--- src/rtl/ex_mem_pkg.sv ---
// Shared types for the EX->MEM pipeline stage.
// Entry layout and occupancy encoding.
package ex_mem_pkg;

  localparam int DATA_W_DEF = 16;
  localparam int REG_W_DEF  = 8;

  typedef struct packed {
    logic                  mwe;
    logic                  mux;
    logic                  rwe;
    logic [DATA_W_DEF-1:0] res;
    logic [DATA_W_DEF-1:0] datb;
    logic [REG_W_DEF-1:0]  creg;
  } ex_mem_entry_t;

  typedef enum logic [1:0] {
    EMPTY = 2'd0,
    ONE   = 2'd1,
    TWO   = 2'd2
  } occ_state_t;

endpackage

--- src/rtl/pipe_skid_buffer.sv ---
// Generic 2-entry valid/ready skid buffer with stall and flush.
// in_ready is a pure function of the registered occupancy.
module pipe_skid_buffer
  import ex_mem_pkg::*;
#(
  parameter int PAYLOAD_W = 8
) (
  input  logic                 clk,
  input  logic                 rst,
  input  logic                 stall,
  input  logic                 flush,
  input  logic                 in_valid,
  output logic                 in_ready,
  input  logic [PAYLOAD_W-1:0] in_data,
  output logic                 out_valid,
  input  logic                 out_ready,
  output logic [PAYLOAD_W-1:0] out_data
);

  occ_state_t state, state_nxt;
  logic [PAYLOAD_W-1:0] head, skid;
  logic acc, drn;
  logic head_from_in, head_from_skid, skid_ld;

  assign acc = in_valid & in_ready & ~stall & ~flush;
  assign drn = out_valid & out_ready & ~stall & ~flush;

  always_ff @(posedge clk) begin
    if (rst) state <= EMPTY;
    else     state <= state_nxt;
  end

  always_comb begin
    state_nxt = state;
    if (flush) begin
      state_nxt = EMPTY;
    end else begin
      unique case (state)
        EMPTY: if (acc) state_nxt = ONE;
        ONE: begin
          if (acc && !drn)      state_nxt = TWO;
          else if (drn && !acc) state_nxt = EMPTY;
        end
        TWO:     if (drn) state_nxt = ONE;
        default: state_nxt = EMPTY;
      endcase
    end
  end

  always_comb begin
    in_ready  = 1'b1;
    out_valid = 1'b0;
    unique case (state)
      EMPTY: begin
        in_ready  = 1'b1;
        out_valid = 1'b0;
      end
      ONE: begin
        in_ready  = 1'b1;
        out_valid = 1'b1;
      end
      TWO: begin
        in_ready  = 1'b0;
        out_valid = 1'b1;
      end
      default: begin
        in_ready  = 1'b1;
        out_valid = 1'b0;
      end
    endcase
  end

  // acc/drn already exclude stall and flush, so payload holds then
  assign head_from_in   = acc & ((state == EMPTY) |
                                 ((state == ONE) & drn));
  assign head_from_skid = drn & (state == TWO);
  assign skid_ld        = acc & ~drn & (state == ONE);

  always_ff @(posedge clk) begin
    if (rst) begin
      head <= '0;
      skid <= '0;
    end else begin
      if (head_from_skid)    head <= skid;
      else if (head_from_in) head <= in_data;
      if (skid_ld)           skid <= in_data;
    end
  end

  assign out_data = head;

endmodule

--- src/rtl/ex_mem_pipe_stage.sv ---
// EX->MEM pipeline stage: skid-buffered handshake, flush, forwarding tap.
// Packs the entry fields, then gates enables and derives forwarding.
module ex_mem_pipe_stage
  import ex_mem_pkg::*;
#(
  parameter int DATA_W = DATA_W_DEF,
  parameter int REG_W  = REG_W_DEF
) (
  input  logic              clk,
  input  logic              rst,
  input  logic              in_valid,
  output logic              in_ready,
  input  logic              in_mwe,
  input  logic              in_mux,
  input  logic              in_rwe,
  input  logic [DATA_W-1:0] in_res,
  input  logic [DATA_W-1:0] in_datb,
  input  logic [REG_W-1:0]  in_creg,
  input  logic              stall,
  input  logic              flush,
  output logic              out_valid,
  input  logic              out_ready,
  output logic              out_mwe,
  output logic              out_rwe,
  output logic              out_mux,
  output logic [DATA_W-1:0] out_res,
  output logic [DATA_W-1:0] out_datb,
  output logic [REG_W-1:0]  out_creg,
  output logic              fwd_rwe,
  output logic [REG_W-1:0]  fwd_reg,
  output logic [DATA_W-1:0] fwd_data
);

  localparam int PW = 3 + 2 * DATA_W + REG_W;

  logic [PW-1:0] in_data, head;
  logic h_mwe, h_rwe;

  // same field order as ex_mem_entry_t
  assign in_data = {in_mwe, in_mux, in_rwe,
                    in_res, in_datb, in_creg};

  pipe_skid_buffer #(
    .PAYLOAD_W(PW)
  ) u_skid (
    .clk      (clk),
    .rst      (rst),
    .stall    (stall),
    .flush    (flush),
    .in_valid (in_valid),
    .in_ready (in_ready),
    .in_data  (in_data),
    .out_valid(out_valid),
    .out_ready(out_ready),
    .out_data (head)
  );

  assign {h_mwe, out_mux, h_rwe,
          out_res, out_datb, out_creg} = head;

  assign out_mwe  = out_valid & h_mwe;
  assign out_rwe  = out_valid & h_rwe;
  assign fwd_rwe  = out_valid & h_rwe & ~out_mux;
  assign fwd_reg  = out_creg;
  assign fwd_data = out_res;

endmodule

--- config.mk ---
export PLATFORM = sky130hd
export DESIGN_NAME = ex_mem_pipe_stage
export DESIGN_NICKNAME = d
export VERILOG_FILES = /design/src/rtl/ex_mem_pkg.sv /design/src/rtl/pipe_skid_buffer.sv /design/src/rtl/ex_mem_pipe_stage.sv
export SDC_FILE = /design/constraint.sdc
export NUM_CORES = 1
export LEC_CHECK = 0
export BUFFER_PORTS_ARGS = -buffer_cell sky130_fd_sc_hd__buf_2
export CAP_MARGIN = 25
export CORE_MARGIN = 4
export CORE_UTILIZATION = 49
export DETAILED_ROUTE_END_ITERATION = 8
export PLACE_DENSITY = 0.76
export SYNTH_ARGS = -nofsm -noshare
export SYNTH_HDL_FRONTEND = slang
export SYNTH_SLANG_ARGS = --single-unit
--- constraint.sdc ---
create_clock -name clk -period 2.4 [get_ports clk]
set_input_delay 0.12 -clock clk [delete_from_list [all_inputs] [get_ports clk]]
set_output_delay 0.12 -clock clk [all_outputs]
set_load 0.02 [all_outputs]
==> run_results.csv <==
group,metric,value,unit
sta,slew_headroom,75.4,%
final_layout,antenna_cells,0,
clock_network,cts.htree.levels,3,
worst_hold_path,hold_class,"input port to flip-flop",
power_and_ir_drop,power.leakage,2.05,nW
sta,maxSlewViolCount,0,
clock_network,root_buffer,"clkbuf_8",
clock_network,cts_made_buffers,9,
worst_setup_path,reg2regPathDepth,7,
global_route,grt_use_total,16.7,%
run,maxCapViolations,0,
power_and_ir_drop,p_int,2.23,mW
final_layout,layout-drive-gt1-share,31.1,%
logic_synthesis,yosys.area_share.simple,10.9,%
logic_synthesis,synth_nets,480,
logic_synthesis,synth_compound_area_share,15.6,%
floorplanning,io_pins,119,
sta,report.final.hold_viol_count,0,
clock_network,clk_pin_slew,90,ps
sta,rsz0062_at_grt,"false",
drt,initialDrtViolationCount,115,
global_route,grt_antenna_before_repair,0,
clock_network,hold_buffers,0,
final_layout,nFillCells,710,
worst_setup_path,cp-start-kind,"flip-flop",
floorplanning,start_util,51.3,%
worst_setup_path,r2r-end,"u_skid.out_data[23]",
logic_synthesis,yosysTopAreaCellShare,43.8,%
global_route,grt-busiest-layer,"met2",
drt,wl,8250,um
power_and_ir_drop,p_sw_share,22.8,%
worst_hold_path,whs_endpoint,"u_skid.skid[9]",
logic_synthesis,synth_mux_area_share,10.9,%
final_layout,synthToLayoutAreaGrowth,9.05,%
global_route,grtUsageMet3,4.46,%
global_route,grt_max_degree,44,
power_and_ir_drop,peakVddDrop,0.000360,V
logic_synthesis,synth_seq_cells,88,
clock_network,cts_tree,"yes",
drt,drtAntennaViolNets,0,
worst_setup_path,path_class,"flip-flop to flip-flop",
run_status,status,"complete, no violations",
power_and_ir_drop,share_comb_of_total_power,8.6,%
logic_synthesis,synth_cells,427,
power_and_ir_drop,powerDensity,659,mW/mm2
placed_design,routabilityCongestion,0.808,
clock_network,clock_sinks,88,
floorplanning,die_area,0.00973,mm2
drt,wl_per_cell,14.2,um
global_route,gr-usage-met1,20.2,%
clock_network,cts_buffer_depth,2,
global_route,use_met2,28.7,%
sta,max_freq,496,MHz
logic_synthesis,netlist-cell-type-count,29,
drt,drtPass1Iterations,5,
worst_setup_path,worst-path-max-fanout,43,
power_and_ir_drop,power.total,2.89,mW
global_route,grt_pass1_vias,2857,
final_layout,multi_input_area,0.00158,mm2
logic_synthesis,ys_seq_area_share,43.8,%
logic_synthesis,yosys_warnings,0,
drt,drcViolationCount,0,
drt,vias,2960,
worst_setup_path,r2r_start,"u_skid.state[0]",
power_and_ir_drop,p_clk_share,39.4,%
final_layout,nNetsFinal,527,
sta,layout_worst_path_cycle_share,83.9,%
drt,via_per_inst,5.09,
worst_setup_path,r2r_slack,390,ps
worst_setup_path,crit_required,2620,ps
sta,setup_viol,0,
logic_synthesis,netlist_area,0.00402,mm2
clock_network,ctsResizeCount,0,
floorplanning,core,0.00785,mm2
sta,min_period,2010,ps
sta,worst_pin_slew,368,ps
global_route,grt_overflow_total,0,
sta,fin_hold_ws,21.1,ps
placed_design,dp_hpwl,5660,um
worst_setup_path,arrival,2240,ps
sta,fin_worst_skew,13.0,ps
floorplanning,die_h,98.6,um
logic_synthesis,synth_xor_area_share,0,%
final_layout,regArea,0.00176,mm2
logic_synthesis,yosys-top-cells-area,"dfxtp_1 44%, buf_4 13%, mux2i_1 11%",
logic_synthesis,synth_area_per_cell,9.42,um2
clock_network,clock_latency,340,ps
worst_hold_path,hp-start,"in_datb[1]",
sta,tns,0,ps
worst_setup_path,end_kind,"flip-flop",
worst_hold_path,hold_depth,3,
clock_network,post_cts_buffers,0,
logic_synthesis,yosys.area.top_type,"dfxtp_1",
global_route,grt_pass1_wl,13400,um
floorplanning,die_w,98.6,um
power_and_ir_drop,seq_power_share,52.0,%
placed_design,port-buffer-count,118,
logic_synthesis,synthAdderAreaFrac,1.24,%
power_and_ir_drop,switchingPower,0.659,mW
floorplanning,rows,32,
logic_synthesis,synth_top_family_by_area,"buffers and inverters",
==> worst max-delay path, cell delays in order (launching register included) <==
cell and delay (ps):
dfxtp_1 390, inv_1 80, ha_1 360, and3_4 220, o211ai_4 190, buf_12 320
mux2i_1 250, o2bb2ai_1 70
==> sequential cells by signal (all words and copies together), names as in the netlist <==
register / count
u_skid.out_data: 43
u_skid.skid: 43
u_skid.state: 2
==> through the flow <==
| stage | setup slack [ps] | std cells | instance area, um2 | util, % |
|---|---|---|---|---|
| after global routing | 257 | 581 | 4390 | 55.9 |
| after global placement | 473 | 565 | 4160 | 53.0 |
| after detailed placement | 394 | 565 | 4160 | 53.0 |
| after CTS | 385 | 581 | 4390 | 55.9 |
| after floorplan | 517 | 427 | 4020 | - |
| final | 385 | 581 | 4390 | 55.9 |
==> Yosys cell counts <==
library cell	n
nand2b_1	1
nor3_1	2
o2bb2ai_1	43
nand3_1	1
nor2b_1	3
buf_6	1
and4_1	1
mux2i_1	44
nand4_1	2
clkbuf_1	5
o211ai_1	1
nor2_2	1
nor2b_2	1
nand2_1	87
or3_1	1
nor2_1	2
o211ai_2	1
a21oi_1	43
buf_2	13
a41o_1	1
o21ai_1	1
and3_4	1
inv_1	4
buf_12	4
and2_1	2
dfxtp_1	88
ha_1	4
buf_1	1
buf_4	68
==> cells in the final DEF, fill, tap and decap left out, types with 3 or more instances in the layout <==
cell type | synthesis | routed
nor2b_1 | 3 | 3
o2bb2ai_1 | 43 | 43
inv_1 | 4 | 4
mux2i_1 | 44 | 44
a21oi_1 | 43 | 43
buf_4 | 68 | 9
buf_2 | 13 | 118
clkbuf_8 | 0 | 11
nand2_1 | 87 | 87
ha_1 | 4 | 4
dfxtp_1 | 88 | 88
==> kinds of logic after synthesis <==
family	after synthesis
muxes	44
and+or+nand+nor	105
DFF	88
AOI/OAI and AO/OA	90
buffers and inverters	96
adders and majority gates	4
==> area by class of cell <==
cell class              instances  share of cell area, %
clock buffers                  12                   3.54
clock inverters                 4                   1.68
inverters                       4                  0.342
multi-input cells             243                   35.9
flip-flops and latches         88                   40.1
well taps                     102                   2.91
repair buffers                128                   15.5
==> power groups by stage <==
| stage | Clock [mW] | Sequential, mW | Combinational, mW |
|---|---|---|---|
| 4_1_cts | 1.17 | 1.50 | 0.250 |
| 5_1_grt | 1.23 | 1.51 | 0.268 |
| 3_3_place_gp | 0 | 1.54 | 0.247 |
| 3_5_place_dp | 0 | 1.54 | 0.250 |
| 6_report | 1.14 | 1.50 | 0.248 |
| 2_1_floorplan | 0 | 1.53 | 0.201 |
==> layer usage <==
metal / share of wire, % / wire length, um
met5: 0 / 0
met4: 1.3 / 104
met1: 43 / 3550
met3: 5.3 / 440
met2: 50 / 4160
==> worst max path at each step <==
stage | startpoint | to | slack, ps
finish | u_skid.state[0] | u_skid.out_data[23] | 390
global route | u_skid.state[0] | u_skid.out_data[17] | 260
CTS | u_skid.state[0] | u_skid.out_data[23] | 380
detailed placement | u_skid.state[0] | u_skid.out_data[23] | 390
global placement | u_skid.state[0] | u_skid.out_data[13] | 470
floorplan | u_skid.state[0] | u_skid.out_data[41] | 520
Power figures use the tool's default switching activity.
